===== config.mk =====
export PLATFORM = sky130hd
export DESIGN_NAME = fetch_sequencer_flat
export DESIGN_NICKNAME = d
export VERILOG_FILES = /design/src/rtl/fetch_sequencer_pkg.sv /design/src/rtl/fetch_sequencer_if.sv /design/src/rtl/fetch_sequencer_mem_wait_timer.sv /design/src/rtl/fetch_sequencer.sv /design/src/flat_wrapper.sv
export SDC_FILE = /design/constraint.sdc
export NUM_CORES = 1
export LEC_CHECK = 0
export CAP_MARGIN = 20
export CORE_MARGIN = 2
export CORE_UTILIZATION = 48
export DETAILED_ROUTE_END_ITERATION = 16
export PLACE_DENSITY = 0.93
export RECOVER_POWER = 25
export SYNTH_ARGS = -nofsm -noshare
export SYNTH_HDL_FRONTEND = slang
export SYNTH_HIERARCHICAL = 1
export SYNTH_SLANG_ARGS = --single-unit

===== constraint.sdc =====
create_clock -name clk_i -period 3.3 [get_ports clk_i]
set_input_delay 0.495 -clock clk_i [delete_from_list [all_inputs] [get_ports clk_i]]
set_output_delay 0.495 -clock clk_i [all_outputs]
set_load 0.05 [all_outputs]

===== src/rtl/fetch_sequencer_pkg.sv =====
// Shared A09 control definitions: state codes, opcodes and datapath mux
// select codes. The datapath and its benches reuse these constants.
package fetch_sequencer_pkg;

  localparam int OPCODE_W = 4;
  localparam int STATE_W  = 4;

  // Sequencer state codes; also reported on the debug state output.
  typedef enum logic [STATE_W-1:0] {
    S_RESET     = 4'd0,
    S_VECTOR    = 4'd1,
    S_FETCH     = 4'd2,
    S_READ      = 4'd3,
    S_DECODE    = 4'd4,
    S_OPND_ADDR = 4'd5,
    S_OPND_READ = 4'd6,
    S_HALT      = 4'd7,
    S_FAULT     = 4'd8
  } state_e;

  // Opcodes decoded from IR[3:0].
  localparam logic [OPCODE_W-1:0] OP_NOP  = 4'd0;
  localparam logic [OPCODE_W-1:0] OP_HALT = 4'd1;
  localparam logic [OPCODE_W-1:0] OP_JMP  = 4'd2;
  localparam logic [OPCODE_W-1:0] OP_BRZ  = 4'd3;

  // PC mux select codes.
  localparam int PC_SRC_PC     = 0;
  localparam int PC_SRC_MEM    = 1;
  localparam int PC_SRC_VECTOR = 2;

  // Address mux select codes.
  localparam int ADDR_SRC_PC = 0;

  // True for the two states that hold a memory read request open.
  function automatic logic is_read_state(input state_e s);
    return (s == S_READ) || (s == S_OPND_READ);
  endfunction

endpackage


===== src/rtl/fetch_sequencer_if.sv =====
// Memory read port between the fetch sequencer and the memory.
//
// Handshake: mem_rd_o is a request held high for as long as the sequencer
// waits for data. mem_ack_i is high for the single cycle in which read data
// is valid; the sequencer consumes the data in that same cycle and drops
// the request on the next one. An ack with no request pending is ignored.
interface fetch_sequencer_if;
  logic mem_rd_o;
  logic mem_ack_i;

  modport master (output mem_rd_o, input mem_ack_i);
  modport slave  (input mem_rd_o, output mem_ack_i);
endinterface


===== src/rtl/fetch_sequencer_mem_wait_timer.sv =====
// Read wait watchdog: counts cycles a read has waited for its ack and
// flags the last permitted cycle. The count saturates instead of wrapping.
module mem_wait_timer #(
  parameter int MEM_TIMEOUT = 16
) (
  input  logic clk_i,
  input  logic reset_i,
  input  logic clear_i,
  input  logic enable_i,
  output logic expired_o
);

  localparam int CNT_W = (MEM_TIMEOUT > 1) ? $clog2(MEM_TIMEOUT) : 1;
  localparam logic [CNT_W-1:0] LAST = CNT_W'(MEM_TIMEOUT - 1);

  logic [CNT_W-1:0] count_q;
  logic [CNT_W-1:0] count_d;

  // Next count: clear wins, otherwise step while waiting and below LAST.
  always_comb begin
    count_d = count_q;
    if (clear_i) begin
      count_d = '0;
    end else if (enable_i && (count_q != LAST)) begin
      count_d = count_q + 1'b1;
    end
  end

  // Counter register.
  always_ff @(posedge clk_i) begin
    if (reset_i) begin
      count_q <= '0;
    end else begin
      count_q <= count_d;
    end
  end

  assign expired_o = (count_q == LAST);

endmodule


===== src/rtl/fetch_sequencer.sv =====
// A09 fetch/sequence controller: reset-vector load, instruction fetch,
// decode of NOP/HALT/JMP/BRZ and operand fetch for taken jumps. Drives the
// active-low datapath register controls and mux selects (Mealy outputs).
module fetch_sequencer
  import fetch_sequencer_pkg::*;
#(
  parameter int DATA_WIDTH       = 8,
  parameter int PC_SELECT_SIZE   = 3,
  parameter int ADDR_SELECT_SIZE = 2,
  parameter int MEM_TIMEOUT      = 16
) (
  input  logic                        clk_i,
  input  logic                        reset_i,
  fetch_sequencer_if.master           mem,
  input  logic [OPCODE_W-1:0]         opcode_i,
  input  logic                        zero_i,
  output logic                        pc_rst_no,
  output logic                        pc_ld_no,
  output logic                        pc_inc_no,
  output logic                        mar_rst_no,
  output logic                        mar_ld_no,
  output logic                        ir_ld_no,
  output logic [PC_SELECT_SIZE-1:0]   pc_src_o,
  output logic [ADDR_SELECT_SIZE-1:0] addr_src_o,
  output logic                        halt_o,
  output logic                        fault_o,
  output logic [STATE_W-1:0]          state_o
);

  // An IR narrower than the opcode field can never hold a valid opcode.
  localparam bit IR_HOLDS_OPCODE = (DATA_WIDTH >= OPCODE_W);

  state_e state_q;
  state_e state_d;
  logic   timer_clear;
  logic   timer_en;
  logic   timer_expired;

  mem_wait_timer #(
    .MEM_TIMEOUT(MEM_TIMEOUT)
  ) u_timer (
    .clk_i    (clk_i),
    .reset_i  (reset_i),
    .clear_i  (timer_clear),
    .enable_i (timer_en),
    .expired_o(timer_expired)
  );

  // State register.
  always_ff @(posedge clk_i) begin
    if (reset_i) begin
      state_q <= S_RESET;
    end else begin
      state_q <= state_d;
    end
  end

  // Next state and Mealy outputs; reset_i overrides the current state so a
  // pending read request drops in the very cycle reset is raised.
  always_comb begin
    state_d     = state_q;
    timer_clear = 1'b0;
    timer_en    = 1'b0;
    pc_rst_no   = 1'b1;
    pc_ld_no    = 1'b1;
    pc_inc_no   = 1'b1;
    mar_rst_no  = 1'b1;
    mar_ld_no   = 1'b1;
    ir_ld_no    = 1'b1;
    mem.mem_rd_o = 1'b0;
    pc_src_o    = PC_SELECT_SIZE'(PC_SRC_PC);
    addr_src_o  = ADDR_SELECT_SIZE'(ADDR_SRC_PC);
    halt_o      = 1'b0;
    fault_o     = 1'b0;

    if (reset_i) begin
      pc_rst_no  = 1'b0;
      mar_rst_no = 1'b0;
      state_d    = S_RESET;
    end else begin
      case (state_q)
        S_RESET: begin
          pc_rst_no  = 1'b0;
          mar_rst_no = 1'b0;
          state_d    = S_VECTOR;
        end
        S_VECTOR: begin
          pc_src_o = PC_SELECT_SIZE'(PC_SRC_VECTOR);
          pc_ld_no = 1'b0;
          state_d  = S_FETCH;
        end
        S_FETCH, S_OPND_ADDR: begin
          addr_src_o  = ADDR_SELECT_SIZE'(ADDR_SRC_PC);
          mar_ld_no   = 1'b0;
          timer_clear = 1'b1;
          state_d     = (state_q == S_FETCH) ? S_READ : S_OPND_READ;
        end
        S_READ, S_OPND_READ: begin
          mem.mem_rd_o = is_read_state(state_q);
          if (mem.mem_ack_i) begin
            if (state_q == S_READ) begin
              ir_ld_no  = 1'b0;
              pc_inc_no = 1'b0;
              state_d   = S_DECODE;
            end else begin
              pc_src_o = PC_SELECT_SIZE'(PC_SRC_MEM);
              pc_ld_no = 1'b0;
              state_d  = S_FETCH;
            end
          end else begin
            // An ack on the last permitted cycle is taken above.
            timer_en = 1'b1;
            if (timer_expired) begin
              state_d = S_FAULT;
            end
          end
        end
        S_DECODE: begin
          if (!IR_HOLDS_OPCODE) begin
            state_d = S_FAULT;
          end else begin
            case (opcode_i)
              OP_NOP:  state_d = S_FETCH;
              OP_HALT: state_d = S_HALT;
              OP_JMP:  state_d = S_OPND_ADDR;
              OP_BRZ: begin
                if (zero_i) begin
                  state_d = S_OPND_ADDR;
                end else begin
                  // Untaken: step the PC over the operand word.
                  pc_inc_no = 1'b0;
                  state_d   = S_FETCH;
                end
              end
              default: state_d = S_FAULT;
            endcase
          end
        end
        S_HALT: begin
          halt_o = 1'b1;
        end
        S_FAULT: begin
          fault_o = 1'b1;
        end
        default: begin
          state_d = S_FAULT;
        end
      endcase
    end
  end

  assign state_o = state_q;

endmodule


===== src/flat_wrapper.sv =====
// flat-port wrapper written by rule: the top's interface ports become plain ports
module fetch_sequencer_flat import fetch_sequencer_pkg::*;
#(
  parameter int DATA_WIDTH       = 8,
  parameter int PC_SELECT_SIZE   = 3,
  parameter int ADDR_SELECT_SIZE = 2,
  parameter int MEM_TIMEOUT      = 16
)
  (clk_i, reset_i, opcode_i, zero_i, pc_rst_no, pc_ld_no, pc_inc_no, mar_rst_no, mar_ld_no, ir_ld_no, pc_src_o, addr_src_o, halt_o, fault_o, state_o, mem_mem_rd_o, mem_mem_ack_i);
  fetch_sequencer_if mem_i ();
  input  logic clk_i;
  input  logic reset_i;
  input  logic [OPCODE_W-1:0] opcode_i;
  input  logic zero_i;
  output logic pc_rst_no;
  output logic pc_ld_no;
  output logic pc_inc_no;
  output logic mar_rst_no;
  output logic mar_ld_no;
  output logic ir_ld_no;
  output logic [PC_SELECT_SIZE-1:0] pc_src_o;
  output logic [ADDR_SELECT_SIZE-1:0] addr_src_o;
  output logic halt_o;
  output logic fault_o;
  output logic [STATE_W-1:0] state_o;
  output wire logic [$bits(mem_i.mem_rd_o)-1:0] mem_mem_rd_o;
  input wire logic [$bits(mem_i.mem_ack_i)-1:0] mem_mem_ack_i;
  assign mem_mem_rd_o = mem_i.mem_rd_o;
  assign mem_i.mem_ack_i = mem_mem_ack_i;
  fetch_sequencer #(.DATA_WIDTH(DATA_WIDTH), .PC_SELECT_SIZE(PC_SELECT_SIZE), .ADDR_SELECT_SIZE(ADDR_SELECT_SIZE), .MEM_TIMEOUT(MEM_TIMEOUT)) u_core (.clk_i(clk_i), .reset_i(reset_i), .mem(mem_i), .opcode_i(opcode_i), .zero_i(zero_i), .pc_rst_no(pc_rst_no), .pc_ld_no(pc_ld_no), .pc_inc_no(pc_inc_no), .mar_rst_no(mar_rst_no), .mar_ld_no(mar_ld_no), .ir_ld_no(ir_ld_no), .pc_src_o(pc_src_o), .addr_src_o(addr_src_o), .halt_o(halt_o), .fault_o(fault_o), .state_o(state_o));
endmodule

==> impl_metrics.toml <==
[detailed_routing]
dr.pass1.iters = 5
drt_iter0_drc = 43
ant_nets = 0
num_vias = 820
route.detailed.wl_per_inst_um = 15.5
wl_um = 2060
post-route-drc-count = 0
via_per_inst = 6.17

[final_layout]
multi_input_area_um2 = 526
fillers = 132
diodes = 0
regArea_um2 = 160
drive_above_1_share = 0.154
area_delta_synth_final_pct = 22.6
finalNonFillerCells = 133
mostFrequentLayoutCells = "clkdlybuf4s50_1, nor2_1, nand2_1, dfxtp_1, inv_1"
final_common_cell = "clkdlybuf4s50_1"
finish.net_count = 128

[global_routing]
grt_usage = 0.231
grt_overflow = 0
grt_max_degree = 16
antenna_found_initial = 0
grt_pass1_wl_um = 3370
grt_pass1_vias = 780

[power]
powerDensity_mw_per_mm2 = 789
p_leak_nw = 0.369
vdd_ir_drop_max_mv = 0.402

[sta]
rsz0062_at_grt = "no"
skew_ns = 0.00657
worst_slew_pin_slew_ns = 0.850
min_period_ns = 2.86
fin_ws_ns = 0.438
hold-worst-slack_ns = 0.536
slew_headroom = 0.428
min_period_over_period = 0.867
setup_tns_ns = 0
fmax_mhz = 349
maxSlewViolCount = 0
finalHoldViolCount = 0
setup_viol = 0

[min_path]
min_delay_path_depth = 2
hp-class = "reg2reg"

[critical_path]
start_kind = "flip-flop"
worstSetupPathType = "reg2out"
rrSetupSlack_ns = 0.87
cp.arrival_ns = 2.37
crit_fanout = 13
worst_ep_required_time_ns = 2.80
reg2reg_depth = 5
critPathCaptureType = "primary output"

[floorplan]
ioPinCount = 26
die_w_um = 44.6
die_h_um = 44.6
rows = 14
initial_core_util = 0.520
dieArea_mm2 = 0.00199
core_mm2 = 0.00152

[status]
status = "finished clean"

[cts]
path_clk_slew_ns = 0.06
max-clock-path-buffers = 2
cts_max_level = 1
insertion_delay_ns = 0.26
cts_tree = "yes"
post_cts_buffers = 0
cts_root_buf = "clkbuf_4"
clock_sinks = 8
numCtsBuffers = 3
postCtsHoldBufs = 0
cts.repair.resized = 0

[synthesis]
synth_simple_gate_area_frac = 0.404
ys.flop_type = "dfxtp_1"
synth_warnings = 6
syn_inst = 99
synth-adder-area-share = 0.0158
syn_avg_cell_area_um2 = 8.00
synth_top_area_share = 0.202
synth_top_family_by_area = "simple AND/OR/NAND/NOR gates"
synth-xor-area-share = 0.0111
syn_area_um2 = 792
async_flop_share = 0
ys_types = 47
synth_edf_count = 0
synth_seq_cells = 8
synth-compound-area-share = 0.199
muxShareOfSynthArea = 0.0269
synth_top_cell_by_area = "dfxtp_1"
synthTopCellsByArea = "dfxtp_1, nor2_1, a221oi_2"
ys_seq_area_frac = 0.202

[run]
maxCapViolCount = 0

[placement]
gp_congestion = 0.822
pre_cts_slack_ns = 0.515
portBuffers = 22
dp_hpwl_um = 1570
placed_cells = 130
power breakdown:
group	internal, W	total, W	switching [W]	leakage [nW]
clock	0.0000416	0.0000752	0.0000335	0.0138
sequential	0.000116	0.000185	0.0000682	0.0651
combinational	0.000185	0.000506	0.000321	0.290
final cells by class:
class | instances | area share
Multi-Input combinational cell | 78 | 0.541
Timing Repair Buffer | 22 | 0.227
Sequential cell | 8 | 0.165
Clock buffer | 3 | 0.0232
Inverter | 6 | 0.0232
Tap cell | 16 | 0.0206
worst paths after layout:
| path | endpoint | from |
|---|---|---|
| hold / removal | u_core/u_timer/count_q[1]$_SDFFE_PP0P_ | u_core/u_timer/count_q[1]$_SDFFE_PP0P_ |
| hold reg to reg | u_core/u_timer/count_q[1]$_SDFFE_PP0P_ | u_core/u_timer/count_q[1]$_SDFFE_PP0P_ |
| setup / recovery | pc_src_o[0] | u_core/state_o[1]$_SDFFE_PP0P_ |
| setup reg to reg | u_core/u_timer/count_q[3]$_SDFFE_PP0P_ | u_core/state_o[1]$_SDFFE_PP0P_ |
kinds of logic after synthesis:
logic type,Yosys count
XOR/XNOR,1
buffers and inverters,15
other,1
adder cells (fa/ha/maj),1
flip-flops,8
AND/OR/NAND/NOR,52
multiplexers,2
AO/OA/AOI/OAI,19
cell usage after synthesis (2+ instances only):
master,n
nor3_1,4
nor2b_1,2
inv_1,5
buf_6,2
clkbuf_8,2
nand4b_1,2
o21ai_0,4
a221oi_2,2
o22ai_1,2
nand2_1,8
a21oi_1,2
o211ai_1,2
buf_4,4
nand2b_1,3
nand4_1,3
dfxtp_1,8
nor2_1,10
nand3_1,3
and3_1,3
metrics by stage:
step	area [µm²]	power, W	util
2_1_floorplan	800	0.000588	-
3_3_place_gp	955	0.000675	0.626
3_5_place_dp	955	0.000695	0.626
4_1_cts	977	0.000773	0.641
5_1_grt	971	0.000809	0.637
6_report	971	0.000766	0.637
sequential cells by signal, summed over array words and instances, names as in the netlist:
name	cells
u_core/state_o	4
u_core/u_timer/count_q	4
layer usage:
layer  part of all wire  GRT usage
met1               0.40      0.269
met2               0.50      0.397
met3              0.082     0.0408
met4              0.020      0.121
met5                  0          0
worst max-delay path, stage by stage (launching register included):
cell	delay [ns]
dfxtp_1	0.61
or2b_4	0.37
nor2_1	0.15
and3_1	0.18
clkdlybuf4s50_1	0.80
No activity file was read; power rests on OpenSTA's default activity.
